==> src/rtl/frame_stack.sv <==
// Operand stack with hardware call frames: each open frame raises the underflow
// limit, and FRAME_LEAVE slides up to `offset` result values down onto the frame base.
module frame_stack #(
  parameter int WIDTH  = 8,
  parameter int DEPTH  = 4,
  parameter int FDEPTH = 2
) (
  input  logic              clk,
  input  logic              reset,
  input  logic              op_valid,
  output logic              op_ready,
  input  logic [3:0]        op,
  input  logic [WIDTH-1:0]  data,
  input  logic [DEPTH:0]    offset,
  output logic [DEPTH:0]    index,
  output logic [DEPTH:0]    frame_base,
  output logic [FDEPTH:0]   frame_level,
  output logic [WIDTH-1:0]  out,
  output logic [2:0]        status
);

  localparam int CAP  = 1 << DEPTH;
  localparam int FCAP = 1 << FDEPTH;
  localparam logic [DEPTH:0]  CAP_V   = (DEPTH+1)'(CAP);
  localparam logic [FDEPTH:0] FCAP_V  = (FDEPTH+1)'(FCAP);
  localparam logic [DEPTH:0]  ZERO_V  = '0;
  localparam logic [DEPTH:0]  ONE_V   = (DEPTH+1)'(1);
  localparam logic [DEPTH:0]  TWO_V   = (DEPTH+1)'(2);
  localparam logic [FDEPTH:0] FZERO_V = '0;
  localparam logic [FDEPTH:0] FONE_V  = (FDEPTH+1)'(1);
  localparam logic [FDEPTH:0] FTWO_V  = (FDEPTH+1)'(2);

  localparam logic [3:0] OP_NONE        = 4'd0;
  localparam logic [3:0] OP_PUSH        = 4'd1;
  localparam logic [3:0] OP_POP         = 4'd2;
  localparam logic [3:0] OP_REPLACE     = 4'd3;
  localparam logic [3:0] OP_PEEK        = 4'd4;
  localparam logic [3:0] OP_POKE        = 4'd5;
  localparam logic [3:0] OP_DROP        = 4'd6;
  localparam logic [3:0] OP_FRAME_ENTER = 4'd7;
  localparam logic [3:0] OP_FRAME_LEAVE = 4'd8;

  localparam logic [2:0] ST_NONE      = 3'd0;
  localparam logic [2:0] ST_EMPTY     = 3'd1;
  localparam logic [2:0] ST_FULL      = 3'd2;
  localparam logic [2:0] ST_OVERFLOW  = 3'd3;
  localparam logic [2:0] ST_UNDERFLOW = 3'd4;
  localparam logic [2:0] ST_FOVERFLOW = 3'd5;
  localparam logic [2:0] ST_FUNDERFLOW = 3'd6;

  typedef enum logic [0:0] {IDLE = 1'b0, COPY = 1'b1} state_t;

  state_t               state_r, state_n;
  logic [WIDTH-1:0]     mem [CAP];
  logic [DEPTH:0]       frames [FCAP];
  logic [DEPTH:0]       index_r, index_n;
  logic [DEPTH:0]       base_r, base_n;
  logic [FDEPTH:0]      level_r, level_n;
  logic [WIDTH-1:0]     out_r, out_n;
  logic [2:0]           status_r, status_n;
  logic [DEPTH:0]       src_r, src_n;
  logic [DEPTH:0]       dst_r, dst_n;
  logic [DEPTH:0]       cnt_r, cnt_n;
  logic [DEPTH:0]       keep_r, keep_n;

  logic [2:0]           err_s;
  logic                 mem_we_s;
  logic [DEPTH:0]       mem_addr_s;
  logic [WIDTH-1:0]     mem_wdata_s;
  logic                 frame_we_s;
  logic [3:0]           op_eff_s;
  logic [DEPTH:0]       avail_s;
  logic [DEPTH:0]       idx_m1_s;
  logic [DEPTH:0]       idx_m2_s;
  logic [DEPTH:0]       peek_addr_s;
  logic [DEPTH:0]       drop_idx_s;
  logic [DEPTH:0]       drop_top_addr_s;
  logic [DEPTH:0]       leave_src_s;
  logic [FDEPTH:0]      level_m2_s;
  logic [DEPTH:0]       prev_base_s;
  logic [WIDTH-1:0]     top_s;
  logic [WIDTH-1:0]     below_s;
  logic [WIDTH-1:0]     peek_s;
  logic [WIDTH-1:0]     drop_top_s;
  logic [WIDTH-1:0]     copy_val_s;

  // Address arithmetic is all DEPTH+1 bits; the array is indexed by the low DEPTH bits.
  assign op_eff_s        = op_valid ? op : OP_NONE;
  assign avail_s         = index_r - base_r;
  assign idx_m1_s        = index_r - ONE_V;
  assign idx_m2_s        = index_r - TWO_V;
  assign peek_addr_s     = index_r - ONE_V - offset;
  assign drop_idx_s      = index_r - offset;
  assign drop_top_addr_s = drop_idx_s - ONE_V;
  assign leave_src_s     = index_r - offset;
  assign level_m2_s      = level_r - FTWO_V;
  assign prev_base_s     = (level_r >= FTWO_V) ? frames[level_m2_s[FDEPTH-1:0]] : ZERO_V;
  assign top_s           = mem[idx_m1_s[DEPTH-1:0]];
  assign below_s         = mem[idx_m2_s[DEPTH-1:0]];
  assign peek_s          = mem[peek_addr_s[DEPTH-1:0]];
  assign drop_top_s      = mem[drop_top_addr_s[DEPTH-1:0]];
  assign copy_val_s      = mem[src_r[DEPTH-1:0]];

  // Next-state, storage writes and error detection for both FSM states.
  always_comb begin
    state_n     = state_r;
    index_n     = index_r;
    base_n      = base_r;
    level_n     = level_r;
    out_n       = out_r;
    err_s       = ST_NONE;
    mem_we_s    = 1'b0;
    mem_addr_s  = index_r;
    mem_wdata_s = data;
    frame_we_s  = 1'b0;
    src_n       = src_r;
    dst_n       = dst_r;
    cnt_n       = cnt_r;
    keep_n      = keep_r;
    case (state_r)
      IDLE: begin
        case (op_eff_s)
          OP_PUSH: begin
            if (index_r == CAP_V) begin
              err_s = ST_OVERFLOW;
            end else begin
              mem_we_s   = 1'b1;
              mem_addr_s = index_r;
              index_n    = index_r + ONE_V;
              out_n      = data;
            end
          end
          OP_POP: begin
            if (avail_s == ZERO_V) begin
              err_s = ST_UNDERFLOW;
            end else begin
              index_n = idx_m1_s;
              if (avail_s > ONE_V) begin
                out_n = below_s;
              end else begin
                out_n = out_r;
              end
            end
          end
          OP_REPLACE: begin
            if (avail_s == ZERO_V) begin
              err_s = ST_UNDERFLOW;
            end else begin
              mem_we_s   = 1'b1;
              mem_addr_s = idx_m1_s;
              out_n      = data;
            end
          end
          OP_PEEK: begin
            if (offset >= avail_s) begin
              err_s = ST_UNDERFLOW;
            end else begin
              out_n = peek_s;
            end
          end
          OP_POKE: begin
            if (offset >= avail_s) begin
              err_s = ST_UNDERFLOW;
            end else begin
              mem_we_s   = 1'b1;
              mem_addr_s = peek_addr_s;
              out_n      = data;
            end
          end
          OP_DROP: begin
            if (offset > avail_s) begin
              err_s = ST_UNDERFLOW;
            end else if (offset == ZERO_V) begin
              out_n = out_r;
            end else begin
              index_n = drop_idx_s;
              if (offset < avail_s) begin
                out_n = drop_top_s;
              end else begin
                out_n = out_r;
              end
            end
          end
          OP_FRAME_ENTER: begin
            if (level_r == FCAP_V) begin
              err_s = ST_FOVERFLOW;
            end else begin
              frame_we_s = 1'b1;
              level_n    = level_r + FONE_V;
              base_n     = index_r;
            end
          end
          OP_FRAME_LEAVE: begin
            if (level_r == FZERO_V) begin
              err_s = ST_FUNDERFLOW;
            end else if (offset > avail_s) begin
              err_s = ST_UNDERFLOW;
            end else if ((offset == ZERO_V) || (leave_src_s == base_r)) begin
              // Results already sit on the base: close the frame in place.
              index_n = base_r + offset;
              level_n = level_r - FONE_V;
              base_n  = prev_base_s;
              if (offset != ZERO_V) begin
                out_n = top_s;
              end else begin
                out_n = out_r;
              end
            end else begin
              state_n = COPY;
              src_n   = leave_src_s;
              dst_n   = base_r;
              cnt_n   = offset;
              keep_n  = offset;
            end
          end
          default: begin
            if (avail_s != ZERO_V) begin
              out_n = top_s;
            end else begin
              out_n = out_r;
            end
          end
        endcase
      end
      COPY: begin
        // Source is always above destination, so ascending order never clobbers unread data.
        mem_we_s    = 1'b1;
        mem_addr_s  = dst_r;
        mem_wdata_s = copy_val_s;
        src_n       = src_r + ONE_V;
        dst_n       = dst_r + ONE_V;
        cnt_n       = cnt_r - ONE_V;
        if (cnt_r == ONE_V) begin
          state_n = IDLE;
          index_n = base_r + keep_r;
          level_n = level_r - FONE_V;
          base_n  = prev_base_s;
          out_n   = copy_val_s;
        end else begin
          state_n = COPY;
        end
      end
      default: begin
        state_n = IDLE;
      end
    endcase
  end

  // Status reflects the post-edge state unless an error is being reported.
  always_comb begin
    status_n = ST_NONE;
    if (err_s != ST_NONE) begin
      status_n = err_s;
    end else if (index_n == CAP_V) begin
      status_n = ST_FULL;
    end else if (index_n == base_n) begin
      status_n = ST_EMPTY;
    end else begin
      status_n = ST_NONE;
    end
  end

  // Control and result registers.
  always_ff @(posedge clk or negedge reset) begin
    if (!reset) begin
      state_r  <= IDLE;
      index_r  <= '0;
      base_r   <= '0;
      level_r  <= '0;
      out_r    <= '0;
      status_r <= ST_EMPTY;
      src_r    <= '0;
      dst_r    <= '0;
      cnt_r    <= '0;
      keep_r   <= '0;
    end else begin
      state_r  <= state_n;
      index_r  <= index_n;
      base_r   <= base_n;
      level_r  <= level_n;
      out_r    <= out_n;
      status_r <= status_n;
      src_r    <= src_n;
      dst_r    <= dst_n;
      cnt_r    <= cnt_n;
      keep_r   <= keep_n;
    end
  end

  // Operand and frame storage; contents survive reset.
  always_ff @(posedge clk) begin
    if (mem_we_s) begin
      mem[mem_addr_s[DEPTH-1:0]] <= mem_wdata_s;
    end
    if (frame_we_s) begin
      frames[level_r[FDEPTH-1:0]] <= index_r;
    end
  end

  assign op_ready    = (state_r == IDLE);
  assign index       = index_r;
  assign frame_base  = base_r;
  assign frame_level = level_r;
  assign out         = out_r;
  assign status      = status_r;

endmodule

==> config.mk <==
export PLATFORM = sky130hd
export DESIGN_NAME = frame_stack
export DESIGN_NICKNAME = d
export VERILOG_FILES = /design/src/rtl/frame_stack.sv
export SDC_FILE = /design/constraint.sdc
export NUM_CORES = 1
export LEC_CHECK = 0
export CAP_MARGIN = 20
export CORE_ASPECT_RATIO = 1.75
export CORE_MARGIN = 3
export CORE_UTILIZATION = 48
export DETAILED_ROUTE_END_ITERATION = 10
export PLACE_DENSITY = 0.65
export SYNTH_ARGS = -nofsm -noshare
export SYNTH_HDL_FRONTEND = slang
export SYNTH_SLANG_ARGS = --single-unit
export TNS_END_PERCENT = 5
==> constraint.sdc <==
create_clock -name clk -period 7.35 [get_ports clk]
set_input_delay 1.47 -clock clk [delete_from_list [all_inputs] [get_ports clk]]
set_output_delay 1.47 -clock clk [all_outputs]
set_load 0.005 [all_outputs]
==> results.txt <==
The maximum level of the CTS H-tree came out at 4. The share of the Yosys chip area taken by registers is 0.3835. The total setup violations reported at the end of the flow came out at 0. By instance count, the cell type seen most on the critical path is inv_1. The worst setup path is captured at a register. The library cell used most frequently in the layout, excluding fill and tap cells, is mux4_2. The violation count after the first detailed-routing iteration is 1174. The fraction of layout cells with a size suffix above 1 is 0.2980. The detailed-route via count came out at 10602. The pin count of the biggest net entering global routing is 72.

In the routed layout, each cell is associated on average with a via count of 7.135. Across the whole layout, storage elements account for 5529 um2. The share of total power dissipated in sequential elements is 0.211. The analysis attributes to cell leakage a power of 0.005544 uW. The layout overhead on the synthesized area is 11.15%. The number of buffers added by the clock tree synthesis step is 17.

The congestion estimate from routability-driven global placement came to 0.9494. The final period utilization came out at 0.8223. The final-report hold violation count is 0. The clock latency on the worst-skew pair came out at 0.47 ns. The clock share of power came out at 0.109. The worst endpoint required time came out at 7.43 ns. The mean instance size in the synthesized netlist came out at 13.57 um2.

The final critical path time including I/O delays and setup is 6.044 ns. The number of global-route vias before repair came out at 10831. The category of the most critical setup path is register to register. Walking the worst path, the cells encountered are inv_1, ha_1, nand3b_1, nand2_1, xor2_1, inv_1, ha_1, a21oi_1, nand2_1, o21ai_0, o2111ai_1, o21a_1, a211o_1, o21ai_0, inv_1, or3_1, nor2_1. The sum of routed wire length over all layers is 45.43 mm. The starting utilization of the core area is 0.4882. The tool flagged a number of max-cap violations equal to 0.

The critical path starts at index[0]. For the final database, setup skew stands at 0.01239 ns. The commonest register cell after synthesis is edfxtp_1. The synthesized instance count is 1061. The first detailed-routing pass took 7 iterations. The initial antenna violation count is 0. The clock net sink count is 191. The placeable core region came out at 29490 um2.

The tightest min-delay check is of the register to register type. Detailed placement finished with a half-perimeter wire length of 31.45 mm. The number of synthesized flops with an enable pin is 148. Yosys printed 0 warnings. The final critical-path setup slack came out at 1.306 ns. The async set-reset flop share out of synthesis came out at 0.2251. The total I/O pin count came out at 45. The flow ran to the end, and the final reports show no timing, DRC or antenna violations. The cell-internal power came out at 4918 uW. The slew of the pin with the lowest slew margin came out at 1.200 ns.

The clock-pin slew of the registers on the worst-case setup and hold paths came out at 0.07 ns. The origin of the worst min-delay path is out[5]. The hold-fix buffer count after cts came out at 0.

The setup slack of the most critical reg-to-reg path is 1.31 ns. The worst pin sits at a relative slew slack of 0.1956. The overall routing resource usage came out at 0.2901. At the worst endpoint, the arrival time is 6.12 ns. The number of setup buffers added after CTS came out at 0. The buffer levels on the longest clock path is 2.

The die height came out at 235.1 um. The number of synthesized register bits came out at 191. The number of max-slew violations in the final report was 0.

In the final layout, the multi-input gates occupy 8436 um2. The maximum ir drop on the vdd rail is 0.0003330 V. Leaving out fill and tap cells, the most frequent cells in the layout are mux4_2, edfxtp_1, nand2_1, nor2_1, buf_4. The number of distinct library cells after synthesis came out at 83. The total global routing overflow is 0.

The first global-routing pass estimated 67.58 mm of wire. The nature of the critical path startpoint is a register. The fmax is 165.4 MHz. The critical path contains buffers and inverters numbering 3 combined. The worst setup slack before clock tree synthesis came out at 1.421 ns. The setup TNS after final layout is 0 ns. The analysis attributes to net switching a power of 4011 uW. The clock tree root driver cell is clkbuf_16. In this run the worst path has a maximum fanout of 38. Gates resized during post-CTS repair numbered 0. The cell row count came out at 83.

The synthesized area came out at 14400 um2. The chip width is 136.9 um. For this run, design rule violations remaining after detail routing come to 0.

The slowest stage of the critical path is the nor2_1 cell. The power per cell area is 557.9 nW/um2. The synthesized net count is 1125. Of the total power, the share spent switching nets is 0.4492. The detail route stage leaves a number of antenna-violating nets equal to 0. The die area is 32190 um2.

The post-placement cell area is 15370 um2. The final net count came out at 1155. The total of fill cells in the finished design came out at 2452. The final instance area came out at 16000 um2. Setup repair after global routing left no endpoint under its margin.

On the critical path the largest part of the delay comes from simple AND/OR/NAND/NOR gates. The share of total power dissipated in combinational logic is 0.680. For this run, the slowest stage of the critical path takes 0.92 ns. The startpoint identified for the worst register-to-register timing path is index[0].

After detailed routing, the average wire length per cell comes to 30.57 um. The count of port buffers added during placement is 44. TritonCTS built the clock tree. The number of antenna diodes came out at 0.
[per-layer routing]
layer  track usage  routed length [um]  vias to the layer above
li1              -                   -                     4392
met1        0.3195               14060                     5286
met2        0.4986               23940                      699
met3       0.05090                3706                      225
met4        0.1998                3724                        0
met5             0                   0                        -
[worst reg2reg max path, delay by kind of cell (launching register included)]
family                     cells  cell delay [ns]
and+or+nand+nor                5             1.67
adders and majority gates      2             0.65
DFF                            1             0.81
xor gates and xnor gates       1             0.44
buffers and inverters          3             0.52
AOI/OAI and AO/OA              6             1.58
[registers in the layout (all words and copies together), names as in the netlist]
signal       cells
out              8
status           3
frame_base       5
state_r          1
frames          20
cnt_r            5
src_r            4
dst_r            4
index            5
keep_r           5
mem            128
frame_level      3
[cells in the mapped netlist, drive strengths merged (6+ instances only)]
library cell    n  area, um2
inv            42      157.7
mux4          197       4437
nand3b          6      45.04
xnor2          29      276.5
o21ai          45      240.2
dfrtp          42       1051
a31oi          11      90.08
nor3           14      70.07
a21o            9      67.56
and3            9      56.30
mux2           22      247.7
nand2          71      274.0
o211ai         16      125.1
mux2i          18      180.2
edfxtp        148       4444
nand2b          8      50.05
nor2           59      221.5
nor2b           9      56.30
clkbuf         45      168.9
a211oi         13      97.59
xor2           13      132.6
nand3          17      85.08
buf            34      178.9
ha             39      488.0
a221oi          7      61.31
a21oi          43      219.0
a32oi           8      70.07
[power groups by stage]
| stage | registers (uW) | logic (uW) | clock network [uW] |
|---|---|---|---|
| 2_1_floorplan | 1700 | 4480 | 0 |
| 3_3_place_gp | 1900 | 5890 | 0 |
| 3_5_place_dp | 1910 | 5970 | 0 |
| 4_1_cts | 1880 | 6000 | 985 |
| 5_1_grt | 1920 | 6420 | 1020 |
| 6_report | 1890 | 6070 | 969 |
[cell families (layout without fill, tap and decap cells)]
group | count (synthesis) | count (layout) | synth area share
flip-flops | 191 | 191 | 0.3835
AO/OA/AOI/OAI | 194 | 194 | 0.09359
XOR/XNOR | 43 | 43 | 0.02998
AND/OR/NAND/NOR | 229 | 229 | 0.07821
multiplexers | 237 | 237 | 0.3379
adder cells (fa/ha/maj) | 45 | 45 | 0.04154
buffers and inverters | 122 | 165 | 0.03537
[through the flow]
step           std cells  power [uW]    util  hold slack, ns
6_report            1486        8929  0.5426          0.5307
5_1_grt             1486        9364  0.5426          0.5515
3_3_place_gp        1452        7787  0.5211          0.4915
3_5_place_dp        1452        7876  0.5211          0.5128
2_1_floorplan       1061        6184       -          0.4849
4_1_cts             1484        8865  0.5417          0.5297
[cell type report]
class / count / share of cell area
multi-input cells: 748 / 0.5271
flip-flops and latches: 191 / 0.3455
repair buffers: 90 / 0.04957
well taps: 382 / 0.02986
clock buffers: 18 / 0.02682
clock inverters: 14 / 0.01110
inverters: 43 / 0.01009
[final timing paths]
check | to | depth (start not counted)
worst min-delay path | out[5] | 1
max in group asynchronous | index[0] | 2
worst min register to register | out[5] | 1
worst max register to register | mem[4][1] | 17
min in group asynchronous | cnt_r[2] | 2
worst max-delay path | mem[4][1] | 17
Note: power is estimated with default switching activity, not from simulation.
